## config.mk

```make
export PLATFORM = sky130hd
export DESIGN_NAME = mult_share_arbiter
export DESIGN_NICKNAME = d
export VERILOG_FILES = /design/src/rtl/mult_share_arbiter.sv
export SDC_FILE = /design/constraint.sdc
export NUM_CORES = 1
export LEC_CHECK = 0
export ABC_AREA = 1
export CORE_MARGIN = 2
export CORE_UTILIZATION = 50
export CTS_BUF_LIST = sky130_fd_sc_hd__clkbuf_4 sky130_fd_sc_hd__clkbuf_8 sky130_fd_sc_hd__clkbuf_16
export DETAILED_ROUTE_END_ITERATION = 10
export GPL_TIMING_DRIVEN = 0
export PLACE_DENSITY = 0.92
export SLEW_MARGIN = 20
export SYNTH_ARGS = -nofsm -noshare
export SYNTH_HDL_FRONTEND = slang
export SYNTH_SLANG_ARGS = --single-unit
```

## constraint.sdc

```tcl
create_clock -name clk -period 3 [get_ports clk]
set_input_delay 0.6 -clock clk [delete_from_list [all_inputs] [get_ports clk]]
set_output_delay 0.6 -clock clk [all_outputs]
set_load 0.01 [all_outputs]
```

## src/rtl/mult_share_arbiter.sv

```systemverilog
// Two-requester round-robin front end that time-shares one 3x3 multiplier.
// Results come back on a registered valid/ready port tagged with the requester id.
module three_bit_multiplier (
    input  logic [2:0] a,
    input  logic [2:0] b,
    output logic [5:0] p
);
    logic [5:0] pp0, pp1, pp2;

    assign pp0 = {6{b[0]}} & {3'b000, a};
    assign pp1 = {6{b[1]}} & {2'b00, a, 1'b0};
    assign pp2 = {6{b[2]}} & {1'b0, a, 2'b00};
    assign p   = pp0 + pp1 + pp2;
endmodule

module mult_share_arbiter #(
    parameter bit PRIO_RESET = 1'b0,
    parameter int CNT_W      = 8
) (
    input  logic             clk,
    input  logic             reset,
    input  logic             req0_valid,
    input  logic [2:0]       req0_a,
    input  logic [2:0]       req0_b,
    output logic             req0_ready,
    input  logic             req1_valid,
    input  logic [2:0]       req1_a,
    input  logic [2:0]       req1_b,
    output logic             req1_ready,
    output logic             res_valid,
    output logic [5:0]       res_product,
    output logic             res_id,
    input  logic             res_ready,
    output logic             busy,
    output logic [CNT_W-1:0] ops_done
);
    typedef enum logic [1:0] {
        IDLE = 2'd0,
        EXEC = 2'd1,
        DONE = 2'd2
    } state_t;

    state_t     state, state_nxt;
    logic       last_grant;
    logic       any_req;
    logic       winner;
    logic [2:0] op_a, op_b;
    logic       op_id;
    logic [5:0] mul_p;

    assign any_req = req0_valid | req1_valid;
    // On a tie the requester that did not win last time goes first.
    assign winner  = (req0_valid & req1_valid) ? ~last_grant : req1_valid;

    three_bit_multiplier u_mul (
        .a (op_a),
        .b (op_b),
        .p (mul_p)
    );

    always_ff @(posedge clk) begin
        if (reset) state <= IDLE;
        else       state <= state_nxt;
    end

    always_comb begin
        state_nxt = state;
        unique case (state)
            IDLE:    if (any_req) state_nxt = EXEC;
            EXEC:    state_nxt = DONE;
            DONE:    if (res_ready) state_nxt = IDLE;
            default: state_nxt = IDLE;
        endcase
    end

    always_comb begin
        busy       = (state != IDLE);
        req0_ready = (state == IDLE) & any_req & ~winner;
        req1_ready = (state == IDLE) & any_req & winner;
    end

    always_ff @(posedge clk) begin
        if (reset) begin
            op_a        <= 3'd0;
            op_b        <= 3'd0;
            op_id       <= 1'b0;
            last_grant  <= ~PRIO_RESET;
            res_valid   <= 1'b0;
            res_product <= 6'd0;
            res_id      <= 1'b0;
            ops_done    <= '0;
        end else begin
            unique case (state)
                IDLE: begin
                    if (any_req) begin
                        op_a       <= winner ? req1_a : req0_a;
                        op_b       <= winner ? req1_b : req0_b;
                        op_id      <= winner;
                        last_grant <= winner;
                    end
                end
                EXEC: begin
                    res_product <= mul_p;
                    res_id      <= op_id;
                    res_valid   <= 1'b1;
                end
                DONE: begin
                    if (res_ready) begin
                        res_valid <= 1'b0;
                        ops_done  <= ops_done + 1'b1;
                    end
                end
                default: ;
            endcase
        end
    end
endmodule

```

# After elaboration in Yosys (flattened, before gate mapping)
# Index checks and enable logic that the tools add are counted.
# Widths: inputs -> output; s select.
op_classes:
  addsub: 3
  eq_ne: 4
  muxes: 8
  bitwise: 10
  reduce_logical: 7
ops:
  columns: ["cell", "count"]
  rows:
  - ["$add 6x6->6", 2]
  - ["$add 8x1->8 const B", 1]
  - ["$reduce_and 2->1", 4]
  - ["$and 6x3->6", 1]
  - ["$and 6x4->6", 1]
  - ["$and 6x5->6", 1]
  - ["$mux 3", 2]
  - ["$pmux 2 s3", 1]
  - ["$and 1x1->1", 4]
  - ["$mux 2", 2]
  - ["$ne 2x2->1 const B", 2]
  - ["$reduce_bool 2->1", 2]
  - ["$eq 2x1->1 const B", 1]
  - ["$eq 2x2->1 const B", 1]
  - ["$logic_not 2->1", 1]
  - ["$mux 1", 2]
  - ["$not 1->1", 2]
  - ["$pmux 1 s2", 1]
  - ["$or 1x1->1", 1]
word_totals:
  ff_bits: 26
  inputBits: 17
  out_inout_bits: 19
  word_cells: 41

# Depth between registers and ports, before layout
depth:
  word_depth: 4
  depth_mapped: 8
  ltp_nobuf: 8

# Modules after synthesis
# From an unflattened synthesis, not the netlist that was laid out.
unflattened:
  hier_cells: 182
  hier_area_um2: 1323.8
by_module_without_submodules:
  columns: ["mod", "instances", "cells_per_inst", "area_per_inst_um2", "seq_area_each_um2"]
  rows:
  - ["mult_share_arbiter", 1, 148, 1112.3, 520.5]
  - ["three_bit_multiplier", 1, 34, 211.5, 0.0]

# Worst setup path after synthesis
# OpenSTA, ideal clock, no wires.
synth_path:
  path_type: "reg-to-reg"
  startpoint: "register op_b[2]"
  endpoint: "register res_product[4]"
  setup_time_ns: 0.129
  t_arrival_ns: 1.724
  required_time_ns: 2.871
  slack_ns: 1.147
  path_stages_with_launch: 8
  n_path_buf: 0
  period_less_slack_ns: 1.853
  cell_sequence: "dfxtp_1 > nand2_1 > inv_1 > fa_1 > ha_1 > fa_1 > xnor2_1 > a21oi_1"
synth_between:
  elab_chain_cells: 2
synth_rtl:
  columns: ["element", "line_no", "source"]
  rows:
  - ["start: declaration", "47", "logic [2:0] op_a, op_b;"]
  - ["start signal: assignment", "97", "op_b <= winner ? req1_b : req0_b;"]
  - ["$and 6x5->6", "12", "assign pp2 = {6{b[2]}} & {1'b0, a, 2'b00};"]
  - ["$add 6x6->6", "13", "assign p = pp0 + pp1 + pp2;"]
  - ["end signal: assignment", "103", "res_product <= mul_p;"]
  - ["end: declaration", "31", "output logic [5:0] res_product,"]
# Every way passes these cells.
# A chain may end at the register's enable or synchronous reset.

# Final worst setup path
layout_path:
  startpoint: "input port req0_valid"
  endpoint: "output port req0_ready"
layout_between:
  elab_chain_cells: 4
  elab_cells_between_ends: 6
  classes_between: "mux: 1; bitwise: 5"
layout_rtl:
  columns: ["element", "line_no", "source"]
  rows:
  - ["start: declaration", "22", "input logic req0_valid,"]
  - ["$and 1x1->1", "53", "assign winner = (req0_valid & req1_valid) ? ~last_grant : req1_valid;"]
  - ["$mux 1", "53", null]
  - ["$not 1->1", "78", "req0_ready = (state == IDLE) & any_req & ~winner;"]
  - ["$and 1x1->1 *", "78", null]
  - ["end: declaration", "25", "output logic req0_ready,"]
# Every way passes the cells marked *; elsewhere a longest branch is shown, timed or not.

==> impl_metrics.env <==
export IMPL_globalplace_congestion=0.790
export IMPL_drv_slew=0
export IMPL_grt_pass1_vias=1055
export IMPL_timing_rr_end="res_product[4]$_SDFFE_PP0P_"
export IMPL_worstSetupPathType="in2out"
export IMPL_drive_gt1_frac=0.0645
export IMPL_tightestPinTransition_ns=0.498
export IMPL_cts_setup_buffers=0
export IMPL_power_switching_mw=0.194
export IMPL_detail_route_antenna_nets=0
export IMPL_instances_no_fill=247
export IMPL_start_kind="input pin"
export IMPL_rsz0062_at_grt="no"
export IMPL_period_minus_slack_ns=2.82
export IMPL_die_w_um=54.6
export IMPL_start_util=0.522
export IMPL_synthAdderAreaFrac=0.0898
export IMPL_die_area_sq_um=2980
export IMPL_cts_sinks=26
export IMPL_layout_nets=243
export IMPL_synth_compound_area_share=0.101
export IMPL_grt_pass1_wl_mm=4.22
export IMPL_swShare=0.274
export IMPL_worst_setup_path_end_kind="output pin"
export IMPL_clockBufferDepth=2
export IMPL_setup_viol=0
export IMPL_synth_cells=179
export IMPL_hold_violations=0
export IMPL_cp_required_ns=2.40
export IMPL_path_clk_slew_ns=0.14
export IMPL_max_stage_delay_ns=0.55
export IMPL_cts_resized=0
export IMPL_gr_total_overflow=0
export IMPL_grt_max_degree=15
export IMPL_worstHoldStart="op_id$_SDFFE_PP0P_"
export IMPL_synth_cell_types=20
export IMPL_numPortBuffers=34
export IMPL_io_pins=36
export IMPL_p_per_area_nw_per_um2=417
export IMPL_reg2reg_from="op_a[1]$_SDFFE_PP0P_"
export IMPL_root_buffer="clkbuf_4"
export IMPL_antenna_found_initial=0
export IMPL_synth_area_sq_um=1280
export IMPL_p_int_mw=0.513
export IMPL_num_vias=1200
export IMPL_hp_class="reg2reg"
export IMPL_core_area_sq_um=2450
export IMPL_syn_num_nets=204
export IMPL_dp_cells=243
export IMPL_pwr_share_seq=0.545
export IMPL_cp_slowest_cell="clkdlybuf4s50_1"
export IMPL_seq_area_frac_synth=0.406
export IMPL_crit_arrival_ns=2.22
export IMPL_track_usage=0.196
export IMPL_syn_to_final_growth_pct=32.3
export IMPL_finalSetupTns_ns=0
export IMPL_fin_area_sq_um=1700
export IMPL_synthXorXnorAreaFrac=0.0205
export IMPL_clkLatencyLatePin_ns=0.32
export IMPL_wl_per_cell_um=10.2
export IMPL_firstDrtPassIters=4
export IMPL_power_leakage_nw=0.823
export IMPL_maxSlewHeadroom=0.668
export IMPL_ys_ff_latch=26
export IMPL_reg2reg_setup_slack_ns=1.01
export IMPL_comb_power_share=0.202
export IMPL_synth_top_family_by_area="simple AND/OR/NAND/NOR gates"
export IMPL_cap_violations=0
export IMPL_hold_buffers=0
export IMPL_pwr_share_clk=0.252
export IMPL_fin_skew_ns=0.00293
export IMPL_die_h_um=54.6
export IMPL_ys_warn_count=0
export IMPL_period_share=0.941
export IMPL_fin_util=0.691
export IMPL_syn_avg_cell_area_sq_um=7.16
export IMPL_power_total_mw=0.707
export IMPL_fp_row_count=18
export IMPL_viasPerCell=4.86
export IMPL_crit_chain="clkdlybuf4s50_1 -> nand2_1 -> nand2_1 -> inv_1 -> nor2_1 -> clkdlybuf4s50_1"
export IMPL_hold_depth=2
export IMPL_drc=0
export IMPL_diodes=0
export IMPL_cts_tree="yes"
export IMPL_placed_area_sq_um=1660
export IMPL_path_max_fanout=7
export IMPL_synth_mux_area_frac=0
export IMPL_ctsHtreeMaxLevel=1
export IMPL_outcome="completed"
export IMPL_wirelength_mm=2.52
export IMPL_reg2reg_depth=7
export IMPL_fmax_mhz=354
export IMPL_peakVddDrop_uv=346
export IMPL_hpwlAfterDp_mm=2.00
export IMPL_detail_route_iter0_violations=17
export IMPL_min_to="op_id$_SDFFE_PP0P_"
export IMPL_synth_simple_area_share=0.309
export IMPL_numCtsBuffers=3
## worst max-delay path, delay by kind of cell
kind | cells | cell delay, ns
buf+inv | 3 | 1.13
simple gates | 3 | 0.49
## how the worst max path moves through the flow
stage / endpoint / cells past startpoint / slack, ns / start
3_3_place_gp: req1_ready / 7 / 0.20 / req0_valid
2_1_floorplan: res_product[4]$_SDFFE_PP0P_ / 7 / 1.15 / op_b[2]$_SDFFE_PP0P_
5_1_grt: req1_ready / 7 / 0.04 / req0_valid
3_5_place_dp: req0_ready / 6 / 0.16 / req0_valid
4_1_cts: req1_ready / 7 / 0.16 / req0_valid
6_report: req0_ready / 6 / 0.18 / req0_valid
## power groups by stage
stage / sequential (mW) / combinational, mW / clock (mW)
after detailed placement: 0.393 / 0.144 / 0
after global placement: 0.392 / 0.141 / 0
after CTS: 0.386 / 0.145 / 0.183
after floorplan: 0.395 / 0.0738 / 0
after global routing: 0.389 / 0.161 / 0.194
final: 0.386 / 0.143 / 0.179
## kinds of logic after synthesis
group,Yosys count
DFF,26
buffers and inverters,24
and+or+nand+nor,93
xor gates and xnor gates,3
adders and majority gates,8
AOI/OAI and AO/OA,25
## cell type report
cell class,instances,area [sq um]
fillers,217,759
multi-input cells,129,666
flip-flops and latches,26,520
repair buffers,34,340
inverters,20,75.1
well taps,30,37.5
clock buffers,4,36.3
plain buffers,4,20.0
## Yosys cell counts
cell      count  area (sq um)
fa_1          2          40.0
inv_2         2          7.51
clkbuf_1      2          7.51
dfxtp_1      26           521
buf_2         1          5.00
inv_1        17          63.8
nor2_2        3          18.8
clkinv_1      1          3.75
nand3_1      14          70.1
nor2_1       20          75.1
ha_1          6          75.1
nor2_4        1          11.3
o21ai_0       7          35.0
a21oi_1      17          85.1
nand3_4       1          17.5
buf_4         1          7.51
xor2_1        2          17.5
o21ai_2       1          8.76
nand2_1      54           203
xnor2_1       1          8.76
## through the flow
step                      hold WS, ns  setup WS, ns
after floorplan                 0.429          1.15
after global placement          0.447         0.198
after detailed placement        0.459         0.161
after CTS                       0.479         0.163
after global routing            0.496        0.0371
final                           0.477         0.176
## cells in the final DEF, fill, tap and decap left out
master           synthesis  layout
nand2_1                 54      54
nor2_2                   3       3
dfxtp_1                 26      26
o21ai_2                  1       1
nor2_4                   1       1
a21oi_1                 17      17
buf_2                    1       1
clkinv_1                 1       1
xor2_1                   2       2
fa_1                     2       2
o21ai_0                  7       7
clkbuf_1                 2       2
clkdlybuf4s50_1          0      34
nor2_1                  20      20
inv_2                    2       2
ha_1                     6       6
clkbuf_8                 0       1
clkbuf_4                 0       3
nand3_1                 14      14
nand3_4                  1       1
xnor2_1                  1       1
buf_4                    1       1
inv_1                   17      17
## sequential cells by signal, summed over array words and instances, names as in the netlist
register,cells
last_grant,1
op_a,3
op_b,3
op_id,1
ops_done,8
res_id,1
res_product,6
res_valid,1
state,2
## per-layer routing
metal / GRT usage / share of wire / wire [um]
met3: 0.0656 / 0.037 / 94
met2: 0.355 / 0.51 / 1290
met1: 0.221 / 0.45 / 1120
met5: 0 / 0 / 0
met4: 0.0375 / 0.0048 / 12
(Power assumes the default switching activity.)
==> patch (same flow settings) <==
The parameter `CNT_W` goes from 8 to 9.
--- a/src/rtl/mult_share_arbiter.sv
+++ b/src/rtl/mult_share_arbiter.sv
@@ -17,3 +17,3 @@
     parameter bit PRIO_RESET = 1'b0,
-    parameter int CNT_W      = 8
+    parameter int CNT_W      = 9
 ) (
Interface: changed (resized ops_done); port bits go from 36 to 37. No check against the original RTL was run, so the function may have changed too.
==> patch against the original RTL <==
Area after synthesis increased by 7.0%; routed wire length decreased by 1.2%; final area increased by 5.5%; sequential power increased by 4%; highest routed layer unchanged; sequential cell count increased by 1; setup slack improved by 0.021 ns; non-clock buffer count increased by 1; power increased by 0.81%.
==> patch: results (changes against the original RTL) <==
synth_xor_area_share_pct: 1.92  # -0.13 points
syn_nets: 213  # +4.4%
met1_length_mm: 1.19  # +5.5%
synthAdderAreaFrac_pct: 8.39  # -0.59 points
synth-compound-area-share_pct: 10.7  # +0.62 points
crit_family: "buffers and inverters"
leakage_nw: 0.812  # -1.3%
final_nets: 253  # +4.1%
grt_usage_pct: 17.2  # -2.4 points
drive_gt1_share_pct: 10.1  # +3.7 points
fin_skew_ns: 0.0174  # +0.0145 ns
crit_path_max_incr_delay_ns: 0.52  # -0.03 ns
place_ws_ns: 0.175  # +0.0140 ns
crit_slowest_cell: "clkdlybuf4s50_1"
worst_hold_path_type: "reg -> reg"
synth_common_cells: "nand2_1, dfxtp_1, nor2_1"
syn_area_per_cell_um2: 7.29  # +1.9%
wl_mm: 2.49  # -1.2%
syn_to_final_growth_pct: 30.5
use_met2_pct: 27.9  # -7.6 points
clock_latency_ns: 0.34  # +0.02 ns
worstMarginPinSlew_ns: 0.517  # +0.0186 ns
cts_buffers: 3  # unchanged
wl_met2_mm: 1.18  # -8.5%
r2r_cells: 8  # +1
vias: 1257  # +4.8%
post_cts_buffers: 0  # unchanged
routabilityCongestion: 0.788  # -0.25%
drtIter0Drc: 39  # +22
hold_ws_ns: 0.481  # +0.00404 ns
clk_pin_slew_ns: 0.16  # +0.02 ns
r2r_slack_ns: 0.97  # -0.04 ns
synth_seq_area_share_pct: 39.4  # -1.2 points
power_frac_seq_pct: 56.1  # +1.6 points
synth_area_leaders: "dfxtp_1, nand2_1, a21oi_1, nor2_1, ha_1"
n_fill_cell: 204  # -6.0%
top_regs: "ops_done (9), res_product (6)"
grt_max_degree: 17  # +2
synth.distinct_cells: 22  # +10%
reg2reg_from: "op_b[2]$_SDFFE_PP0P_"
grt_pass1_vias: 1086  # +2.9%
r2r_end: "res_product[4]$_SDFFE_PP0P_"
status: "finished clean"
wl_met3_um: 95  # +1.1%
comb_cell_power_uw: 151  # +6%
dp_hpwl_mm: 1.98  # -1.3%
ir_drop_mv: 0.302  # -13%
clkSinkCount: 27  # +3.8%
grtUsageMet1_pct: 23.4  # +1.3 points
via_per_inst: 4.89  # +0.67%
portBuffers: 35  # +2.9%
arrival_ns: 2.20  # -0.02 ns
p_switching_uw: 206  # +5.9%
grt_pass1_wl_mm: 4.44  # +5.2%
pwr-share-comb_pct: 21.1  # +0.9 points
-- patch: worst max path at each step --
stage / slack (ns) / depth (start not counted) / start / endpoint
floorplan: 1.15 / 8 / op_b[2]$_SDFFE_PP0P_ / res_product[4]$_SDFFE_PP0P_
global placement: 0.19 / 7 / req0_valid / req1_ready
detailed placement: 0.17 / 7 / req0_valid / req1_ready
CTS: 0.17 / 7 / req0_valid / req1_ready
global route: 0.05 / 7 / req0_valid / req1_ready
finish: 0.20 / 7 / req0_valid / req1_ready
-- patch: worst min-delay path, stage by stage, from the launching register on --
cell	delay, ns
dfxtp_1	0.34
nand2_1	0.06
a21oi_1	0.05
-- patch: area by class of cell --
| class | count | share of cell area (%) |
|---|---|---|
| Buffer | 4 | 1.40 |
| Clock buffer | 3 | 1.26 |
| Clock inverter | 1 | 0.420 |
| Inverter | 22 | 4.62 |
| Multi-Input combinational cell | 135 | 40.4 |
| Sequential cell | 27 | 30.2 |
| Tap cell | 30 | 2.10 |
| Timing Repair Buffer | 35 | 19.6 |
